<file path="src/rtl/tmds_sequencer.sv">
// TMDS line sequencer: control / preamble / guard / video timing.
// Drives encoder strobes, ping-pong serializer loads and symbol select.
module tmds_sequencer #(
  parameter int PREAMBLE_LEN = 8,
  parameter int GUARD_LEN    = 2,
  parameter int LINE_PIXELS  = 640
) (
  input  logic       clk,
  input  logic       n_rst,
  input  logic       line_start,
  output logic       pixel_req,
  output logic       D2_load,
  output logic       S1_load,
  output logic       S2_load,
  output logic       L2_load,
  output logic       D1_load,
  output logic       SR0_load,
  output logic       SR1_load,
  output logic       shiftmuxsel,
  output logic [1:0] out_sel,
  output logic       s_rst,
  output logic       busy,
  output logic       overrun
);

  typedef enum logic [1:0] {
    CTRL,
    PRE,
    GUARD,
    VIDEO
  } state_t;

  state_t      state;
  state_t      nxt_state;
  logic [10:0] cnt;
  logic [10:0] nxt_cnt;
  logic [1:0]  nxt_sel;
  logic        last;
  logic        stage1;

  assign last = (cnt == 11'd0);

  always_comb begin
    nxt_state = state;
    nxt_cnt   = cnt;
    case (state)
      CTRL: begin
        if (line_start) begin
          nxt_state = PRE;
          nxt_cnt   = 11'(PREAMBLE_LEN - 1);
        end
      end
      PRE: begin
        if (last) begin
          nxt_state = GUARD;
          nxt_cnt   = 11'(GUARD_LEN - 1);
        end else begin
          nxt_cnt = cnt - 11'd1;
        end
      end
      GUARD: begin
        if (last) begin
          nxt_state = VIDEO;
          nxt_cnt   = 11'(LINE_PIXELS - 1);
        end else begin
          nxt_cnt = cnt - 11'd1;
        end
      end
      VIDEO: begin
        if (last) begin
          nxt_state = CTRL;
        end else begin
          nxt_cnt = cnt - 11'd1;
        end
      end
      default: begin
        nxt_state = CTRL;
        nxt_cnt   = 11'd0;
      end
    endcase
  end

  always_comb begin
    nxt_sel = 2'b00;
    case (nxt_state)
      PRE:     nxt_sel = 2'b01;
      GUARD:   nxt_sel = 2'b11;
      VIDEO:   nxt_sel = 2'b10;
      default: nxt_sel = 2'b00;
    endcase
  end

  // Stage-1 runs two symbols ahead of VIDEO to cover encoder latency.
  assign stage1 =
    (nxt_state == GUARD && nxt_cnt <= 11'd1) ||
    (nxt_state == VIDEO && nxt_cnt >= 11'd2);

  always_ff @(posedge clk or negedge n_rst) begin
    if (!n_rst) begin
      state       <= CTRL;
      cnt         <= 11'd0;
      pixel_req   <= 1'b0;
      D2_load     <= 1'b0;
      S1_load     <= 1'b0;
      S2_load     <= 1'b0;
      L2_load     <= 1'b0;
      D1_load     <= 1'b0;
      SR0_load    <= 1'b0;
      SR1_load    <= 1'b0;
      shiftmuxsel <= 1'b0;
      out_sel     <= 2'b00;
      s_rst       <= 1'b1;
      busy        <= 1'b0;
      overrun     <= 1'b0;
    end else begin
      state       <= nxt_state;
      cnt         <= nxt_cnt;
      pixel_req   <= stage1;
      D2_load     <= stage1;
      S1_load     <= stage1;
      S2_load     <= stage1;
      L2_load     <= stage1;
      D1_load     <= pixel_req;
      // SR0 leads after reset, then the pair ping-pongs.
      SR0_load    <= ~SR0_load;
      SR1_load    <= SR0_load;
      shiftmuxsel <= SR1_load;
      out_sel     <= nxt_sel;
      s_rst       <= (nxt_state == CTRL);
      busy        <= (nxt_state != CTRL);
      overrun     <= line_start && (state != CTRL);
    end
  end

endmodule
</file>
<file path="config.mk">
export PLATFORM = sky130hd
export DESIGN_NAME = tmds_sequencer
export DESIGN_NICKNAME = d
export VERILOG_FILES = /design/src/rtl/tmds_sequencer.sv
export SDC_FILE = /design/constraint.sdc
export NUM_CORES = 1
export LEC_CHECK = 0
export CORE_MARGIN = 8
export CORE_UTILIZATION = 30
export CTS_CLUSTER_SIZE = 25
export DETAILED_ROUTE_END_ITERATION = 8
export PLACE_DENSITY = 0.52
export SLEW_MARGIN = 20
export SYNTH_ARGS = -nofsm -noshare
export SYNTH_HDL_FRONTEND = slang
export SYNTH_SLANG_ARGS = --single-unit
export TNS_END_PERCENT = 5
</file>
<file path="constraint.sdc">
create_clock -name clk -period 2.65 [get_ports clk]
set_clock_uncertainty 0.05 [all_clocks]
set_input_delay 0.53 -clock clk [delete_from_list [all_inputs] [get_ports clk]]
set_output_delay 0.53 -clock clk [all_outputs]
set_load 0.005 [all_outputs]
</file>
# After elaboration in Yosys (flattened, before gate mapping)
# Index checks and enable logic that the tools add are counted.
dict set report word_totals {
  ff_bits 23
  input_bits 3
  wordCells 41
}
dict set report op_classes {
  n_addsub 1
  magnitude_cmp 2
  n_eq_ne 6
  muxes 11
  bitwise_logic 1
  n_reduce_logical 9
}
# cell count
set op_table {}
lappend op_table {{2-to-1 mux 11 bit} 4}
lappend op_table {{one-hot mux 11 bit (4 select lines)} 1}
lappend op_table {{greater-or-equal comparator 11 x 2 -> 1 bit (second input constant)} 1}
lappend op_table {{less-or-equal comparator 11 x 1 -> 1 bit (second input constant)} 1}
lappend op_table {{zero test 11 bit} 1}
lappend op_table {{subtractor 11 x 1 -> 11 bit (second input constant)} 1}
lappend op_table {{== test 2 bit (second input constant)} 4}
lappend op_table {{2-to-1 mux 2 bit} 4}
lappend op_table {{one-hot mux 2 bit (4 select lines)} 1}
lappend op_table {{one-hot mux 2 bit (3 select lines)} 1}
lappend op_table {{== test 2 x 1 -> 1 bit (second input constant)} 2}
lappend op_table {{zero test 2 bit} 2}
lappend op_table {{nonzero test 2 bit} 2}
lappend op_table {{logical AND 1 bit} 3}
lappend op_table {{logical OR 1 bit} 1}
lappend op_table {{inverter 1 bit} 1}

# Logic depth before layout (Yosys ltp)
# Gate-level depths: netlist (run 1).
dict set report depth {
  word_depth 6
  depth_mapped 12
  ltp_nobuf 11
}

# Worst setup path after synthesis (run 1)
# OpenSTA, ideal clock, no wires.
dict set report synth_path {
  path_type {reg-to-reg}
  start {reg cnt[0]}
  end {reg L2_load}
  t_arrival_ns 2.194
  required_time_ns 2.475
  setup_slack_ns 0.281
  stages_incl_launch_ff 12
  path_buffers 1
  path_cell_list {dfrtp_1 > inv_1 > ha_1 > nor4b_4 > and3_1 > buf_6 > and2_2 > nor2_1 > a21oi_1 > inv_1 > ha_1 > mux2_4}
}
dict set report synth_via {
  elab_chain_len 6
}
# element line_no
set synth_lines {}
lappend synth_lines {{start: declaration} 35} ;# logic [10:0] cnt;
lappend synth_lines {{start signal: assignment} 117} ;# cnt <= nxt_cnt;
lappend synth_lines {{zero test 11 bit *} 41} ;# assign last = (cnt == 11'd0);
lappend synth_lines {{2-to-1 mux 2 bit (on tied branches)} {70, 54, 62}}
lappend synth_lines {{one-hot mux 2 bit (4 select lines) *} 46} ;# case (state)
lappend synth_lines {{named net nxt_state[0]} 34} ;# state_t nxt_state;
lappend synth_lines {{== test 2 bit (on tied branches)} {95, 96}}
lappend synth_lines {{logical AND 1 bit (on tied branches)} {95, 96}}
lappend synth_lines {{logical OR 1 bit *} 95} ;# (nxt_state == GUARD && nxt_cnt <= 11'd1) ||
lappend synth_lines {{named net stage1} 39} ;# logic stage1;
lappend synth_lines {{end signal: assignment} 122} ;# L2_load <= stage1;
lappend synth_lines {{end: declaration} 15} ;# output logic L2_load,
# The timed path passes the listed nets; every way through them passes the cells marked *.

# Final worst setup path (run 1)
dict set report layout_path {
  start {reg cnt[0]}
  end {reg L2_load}
}
dict set report layout_via {
  elab_chain_len 6
}
# element line_no
set layout_lines {}
lappend layout_lines {{subtractor 11 x 1 -> 11 bit / zero test 11 bit (equally long branches)} --}
lappend layout_lines {{2-to-1 mux 11 bit (on tied branches)} {70, 54, 62}}
lappend layout_lines {{one-hot mux 11 bit (4 select lines) *} 46}
lappend layout_lines {{named net nxt_cnt[3]} 36} ;# logic [10:0] nxt_cnt;
lappend layout_lines {{less-or-equal comparator 11 x 1 -> 1 bit / greater-or-equal comparator 11 x 2 -> 1 bit (equally long branches)} {95, 96}}
lappend layout_lines {{logical AND 1 bit (on tied branches)} {95, 96}}
lappend layout_lines {{logical OR 1 bit *} 95}
lappend layout_lines {{named net stage1} 39}
# Marks and branches as above.

==> out/results.ini, run 1 <==
[outcome]
status=finished, final reports clean

[power_and_ir_drop]
sw_frac_of_total_pct=31.70
clock_power_share_pct=23.9
p_per_area_mw_per_mm2=577.3
ir_worst_vdd_mv=0.2199
switchingPower_mw=0.2899
seq_power_share_pct=51.0
p_comb_share_pct=25.1
power.leakage_nw=0.6895
internal-power_mw=0.6246

[synth]
yosys-top-cells-area=dfrtp_1 44%, ha_1 6.0%, nor2_1 3.6%, buf_4 3.0%, o211ai_1 3.0%
ys_seq_elements=23
synth_cell_types=41
synth_top_flop_cell=dfrtp_1
avgSynthCellArea_um2=9.990
ys_seq_area_share_pct=45.83
synth_cells=126
ys_async_sr_fraction_pct=100.0
netlist.area_leader.share_pct=43.74
syn_area_mm2=0.001259
yosys.area.top_type=dfrtp_1
synth_edf_count=0
yosysWarnings=0
synth_nets=135

[sta]
fmax_mhz=406.0
tns_ns=0
fin_crit_ns=2.463
max-slew-margin-rel_pct=69.69
drv_slew=0
setup_viol=0
whs_ns=0.3313
grt_setup_unrepaired=false
period_share_pct=92.95
hold_viol=0
max_slew.worst_pin.slew_ns=0.4547

[critical_path]
critPathTopFamily=simple AND/OR/NAND/NOR gates
rr_worst_depth=10
start_kind=flip-flop
regToRegSetupSlack_ns=0.19
path_cells=inv_1 -> ha_1 -> nor4b_4 -> and3_2 -> buf_4 -> o211ai_1 -> o311ai_1 -> nor4_1 -> nand3_1 -> mux2_4
end_kind=flip-flop
rr_endpoint=L2_load
critPathMaxFanout=7
criticalPathCategory=reg2reg
cp_data_required_time_ns=2.76
cp_slowest_cell=dfrtp_1
r2r_start=cnt[0]
worstPathArrival_ns=2.57
slowest_delay_ns=0.38
critical_path_buf_inv_count=2

[cells_and_area]
final_cells=203
layout_common_cells=22 x dfrtp_1, 17 x buf_4, 16 x clkdlybuf4s50_1
nets=163
drive_above_1_share_pct=20.26
diodes=0
fin_util_pct=39.32
layout_commonest_cell=dfrtp_1
final_area_mm2=0.001584
nFillCells=399
areaGrowthSynthToFinish_pct=25.85

[placed_design]
gp_congestion=0.9429
placed_cell_area_mm2=0.001536
dp_hpwl_mm=2.319
portBuffers=16
dpl.cell_count=199

[detailed_routing]
first_pass_iters=4
post_drt_wl_per_cell_um=14.92
dr.max_layer_used=met4
drcViolationCount=0
drt-total-wl_mm=3.029
vias=1050
ant_nets=0
wl_met2_mm=1.645
drt_iter0_drc=70
wl_met3_um=77
wl_met1_mm=1.247
vias_per_cell=5.172

[clocking]
numCtsBuffers=3
clk_latency_ns=0.26
cts_root_buf=clkbuf_8
cts_hold_buf=0
clockBufferDepth=2
cts_tree=done
cts_sinks=23
postCtsSetupBuffers=0
clk_pin_slew_ns=0.09
ctsHtreeMaxLevel=1
cts_resized=0

[floorplan]
die_w_um=80.78
core_mm2=0.004029
rows=23
ios=17
die-area_mm2=0.006525
start_util_pct=31.24
die_h_um=80.78

[run]
drv_cap=0

[global_routing]
grt_max_degree=24
grt_antenna_before_repair=0
gr-usage-all-layers_pct=9.975
grt_pass1_wl_mm=5.209
grt_pass1_vias=1090
grt_overflow=0

[hold_path]
worstHoldPathCells=0
whs_endpoint=shiftmuxsel
worstHoldStart=SR1_load
hp-class=reg2reg

==> cell type report <==
class                           count  area [um^2]  share of cell area, %
Tap cell                           50        62.56                  3.949
Clock buffer                        3        41.29                  2.607
Clock inverter                      1        5.005                 0.3160
Timing Repair Buffer               33        287.8                  18.17
Multi-Input combinational cell     85        580.6                  36.65
Inverter                            8        30.03                  1.896
Sequential cell                    23        576.8                  36.41
==> power by group through the flow <==
stage	Clock (mW)	Combinational, mW	Sequential (mW)
after floorplan	0	0.148	0.445
after global placement	0	0.226	0.473
after detailed placement	0	0.225	0.472
after CTS	0.228	0.227	0.465
after global routing	0.236	0.256	0.477
final	0.218	0.230	0.467
==> worst max-delay path by stage <==
stage / start / endpoint / slack [ns] / cells past startpoint
floorplan: cnt[0] / L2_load / 0.28 / 11
global placement: line_start / L2_load / -0.03 / 8
detailed placement: line_start / L2_load / -0.07 / 8
CTS: cnt[0] / L2_load / 0.13 / 10
global route: cnt[1] / L2_load / 0.02 / 9
finish: cnt[0] / L2_load / 0.19 / 10
==> cells by family (layout without fill, tap and decap cells) <==
group           count (synthesis)  in the layout  share of synthesized area [%]
simple gates                   46             46                          20.78
flops                          23             23                          45.83
mux                             1              1                          1.192
compound gates                 30             30                          16.70
xor+xnor                        2              2                          1.392
fa+ha+maj                       6              6                          5.964
buf+inv                        18             45                          8.151
==> stage by stage <==
step	total power [mW]	setup WS (ns)
floorplan	0.5927	0.2812
global placement	0.6989	-0.03352
detailed placement	0.6974	-0.07402
CTS	0.9205	0.1297
global route	0.9687	0.02495
finish	0.9145	0.1869
==> state kept, by name, summed over array words and instances, names as in the netlist <==
register	count
overrun	1
cnt	11
L2_load	1
shiftmuxsel	1
SR1_load	1
state	2
SR0_load	1
busy	1
s_rst	1
D1_load	1
out_sel	2
==> synth_stat cells (all sizes together), types with 2 or more instances <==
cell type	n
a211oi	2
a21oi	4
and2	2
buf	7
clkbuf	3
dfrtp	22
ha	6
inv	8
nand2	9
nand3	6
nand4	3
nor2	13
nor2b	3
nor3	2
nor4	3
o211ai	5
o21ai	7
o311ai	2
o31ai	2
o41ai	2
==> layer usage <==
metal / global-route usage [%] / vias to the layer above
met2: 18.12 / 23
met4: 4.464 / 0
li1: - / 497
met1: 11.53 / 526
met3: 0.9934 / 4
met5: 0 / -
Note: power is estimated with default switching activity, not from simulation.
==> run 2, diff against run 1 <==
Settings changed: SKIP_CTS_REPAIR_TIMING set to 1.
==> results of run 2 <==
Final layout, timing and power as in run 1 (identical DEF).
==> run 3, diff against run 2 <==
Settings changed: CORE_UTILIZATION 30 to 53, GPL_ROUTABILITY_DRIVEN set to 1, PLACE_DENSITY 0.52 to 0.8.
==> run 3 against run 2 <==
Compared with the run above: clock power fell by 25%; critical path depth did not move; maximum frequency rose by 0.17%; first-iteration DRC count rose by 4.3%; count of clock-buffer cells in the layout did not move; combinational power fell by 14%; via count rose by 1.3%; sequential power barely moved; wire length fell by 3.7%; non-clock buffer count fell by 1; total power fell by 9.3%.
==> out/results.ini, run 3 (synthesis results as in run 1) <==
[outcome]
status=finished, final reports clean

[cells_and_area]
layout_commonest_cell=dfrtp_1
fin_util_pct=68.52  ; +29 points
reg.largest.list=cnt: 11 flops, out_sel: 2 flops, state: 2 flops
diodes=0  ; unchanged
nets=162  ; -0.61%
areaGrowthSynthToFinish_pct=21.57
drive_above_1_share_pct=19.74  ; -0.52 points
nFillCells=176  ; -56%
largest_reg_flops=11  ; unchanged
layout_common_cells=22 x dfrtp_1, 16 x clkdlybuf4s50_1, 16 x buf_4
regMostFlops=cnt

[floorplan]
ios=17  ; unchanged
die-area_mm2=0.004191  ; -36%
die_h_um=64.74  ; -20%
die_w_um=64.74  ; -20%
rows=17  ; -26%
start_util_pct=56.36  ; +25 points
core_mm2=0.002233  ; -45%

[critical_path]
slowest_delay_ns=0.36  ; -0.02 ns
criticalPathCategory=reg2reg
start_kind=flip-flop
worstPathArrival_ns=2.62  ; +0.05 ns
path_cells=inv_1 -> ha_1 -> nor4b_4 -> and3_2 -> buf_4 -> o211ai_1 -> o311ai_1 -> nor4_1 -> nand3_1 -> mux2_4
cp_slowest_cell=dfrtp_1
cp_data_required_time_ns=2.81  ; +0.05 ns
critical_path_buf_inv_count=2  ; unchanged
critPathTopFamily=simple AND/OR/NAND/NOR gates
critPathMaxFanout=6  ; -1
end_kind=flip-flop

[global_routing]
grt_max_degree=16  ; -33%
grt_overflow=0  ; unchanged
gr-usage-all-layers_pct=14.83  ; +4.9 points
grt_antenna_before_repair=0  ; unchanged
grt_pass1_wl_mm=4.981  ; -4.4%
grt_pass1_vias=1022  ; -6.2%

[detailed_routing]
vias_per_cell=5.911  ; +14%
drt_iter0_drc=73  ; +4.3%
drt-total-wl_mm=2.917  ; -3.7%
drcViolationCount=0  ; unchanged
vias=1064  ; +1.3%
post_drt_wl_per_cell_um=16.21  ; +8.6%
ant_nets=0  ; unchanged
first_pass_iters=4  ; unchanged

[sta]
period_share_pct=92.79  ; -0.16 points
fin_crit_ns=2.459  ; -0.004162 ns
tns_ns=0  ; unchanged
hold_viol=0  ; unchanged
max_slew.worst_pin.slew_ns=0.6865  ; +0.2319 ns
drv_slew=0  ; unchanged
whs_ns=0.3673  ; +0.03593 ns
grt_setup_unrepaired=false
fmax_mhz=406.7  ; +0.17%
max-slew-margin-rel_pct=54.09  ; -16 points
setup_viol=0  ; unchanged

[hold_path]
hp-class=reg2reg

[clocking]
cts_sinks=23  ; unchanged
cts_tree=done
clockBufferDepth=2  ; unchanged
cts_root_buf=clkbuf_4
clk_latency_ns=0.31  ; +0.05 ns
numCtsBuffers=3  ; unchanged
clk_pin_slew_ns=0.13  ; +0.04 ns
ctsHtreeMaxLevel=1  ; unchanged

[placed_design]
portBuffers=16  ; unchanged
gp_congestion=0.9170  ; -2.7%
dp_hpwl_mm=2.265  ; -2.3%

[power_and_ir_drop]
p_comb_share_pct=23.8  ; -1.3 points
seq_power_share_pct=56.3  ; +5.3 points
sw_frac_of_total_pct=33.21  ; +1.5 points
switchingPower_mw=0.2754  ; -5.0%
p_per_area_mw_per_mm2=541.9  ; -6.1%
ir_worst_vdd_mv=0.5433  ; +150%
internal-power_mw=0.5539  ; -11%
clock_power_share_pct=19.8  ; -4.1 points
power.leakage_nw=0.6757  ; -2.0%

[run]
drv_cap=0  ; unchanged

## run 3: cell types whose count changed in the layout (fill, tap and decap cells not counted)
cell      previous run  this run
clkbuf_4             0         3
clkbuf_8             3         0
buf_4               17        16
## run 3: per-layer routing
layer / routed length (um) / part of all wire [%] / track usage [%]
met2: 1410 / 48 / 23.23
met4: 63 / 2.2 / 6.267
met5: 0 / 0 / 0
met3: 154 / 5.3 / 3.093
met1: 1289 / 44 / 19.34
## run 3: stage by stage
step                      power (mW)  cell area (um^2)  setup slack [ns]  cells
after detailed placement      0.6688              1501          -0.06978    176
final                         0.8293              1530            0.1911    180
after global placement        0.6627              1501          -0.02911    176
after floorplan               0.5927              1259            0.2812    126
after CTS                     0.8305              1529            0.1618    180
after global routing          0.8801              1530           0.06403    180
## run 3: area by class of cell
type,instances,area [um^2],share of cell area (%)
Sequential cell,23,576.8,37.69
Multi-Input combinational cell,85,580.6,37.94
Timing Repair Buffer,32,280.3,18.32
Clock inverter,1,5.005,0.3271
Clock buffer,3,22.52,1.472
Inverter,8,30.03,1.962
Tap cell,28,35.03,2.289
## run 3: final timing paths
path / from / endpoint / slack, ns / cells past startpoint
max: cnt[0] / L2_load / 0.19 / 10
min: SR1_load / shiftmuxsel / 0.37 / 0
max reg2reg: cnt[0] / L2_load / 0.19 / 10
min reg2reg: SR1_load / shiftmuxsel / 0.37 / 0
max in group asynchronous: n_rst / cnt[9] / 1.40 / 2
min in group asynchronous: n_rst / cnt[3] / 0.56 / 1
## run 3: power by group through the flow
stage | Sequential [mW] | Combinational (mW) | Clock (mW)
global route | 0.475 | 0.223 | 0.183
detailed placement | 0.473 | 0.196 | 0
global placement | 0.470 | 0.193 | 0
finish | 0.467 | 0.198 | 0.164
CTS | 0.466 | 0.197 | 0.168
floorplan | 0.445 | 0.148 | 0
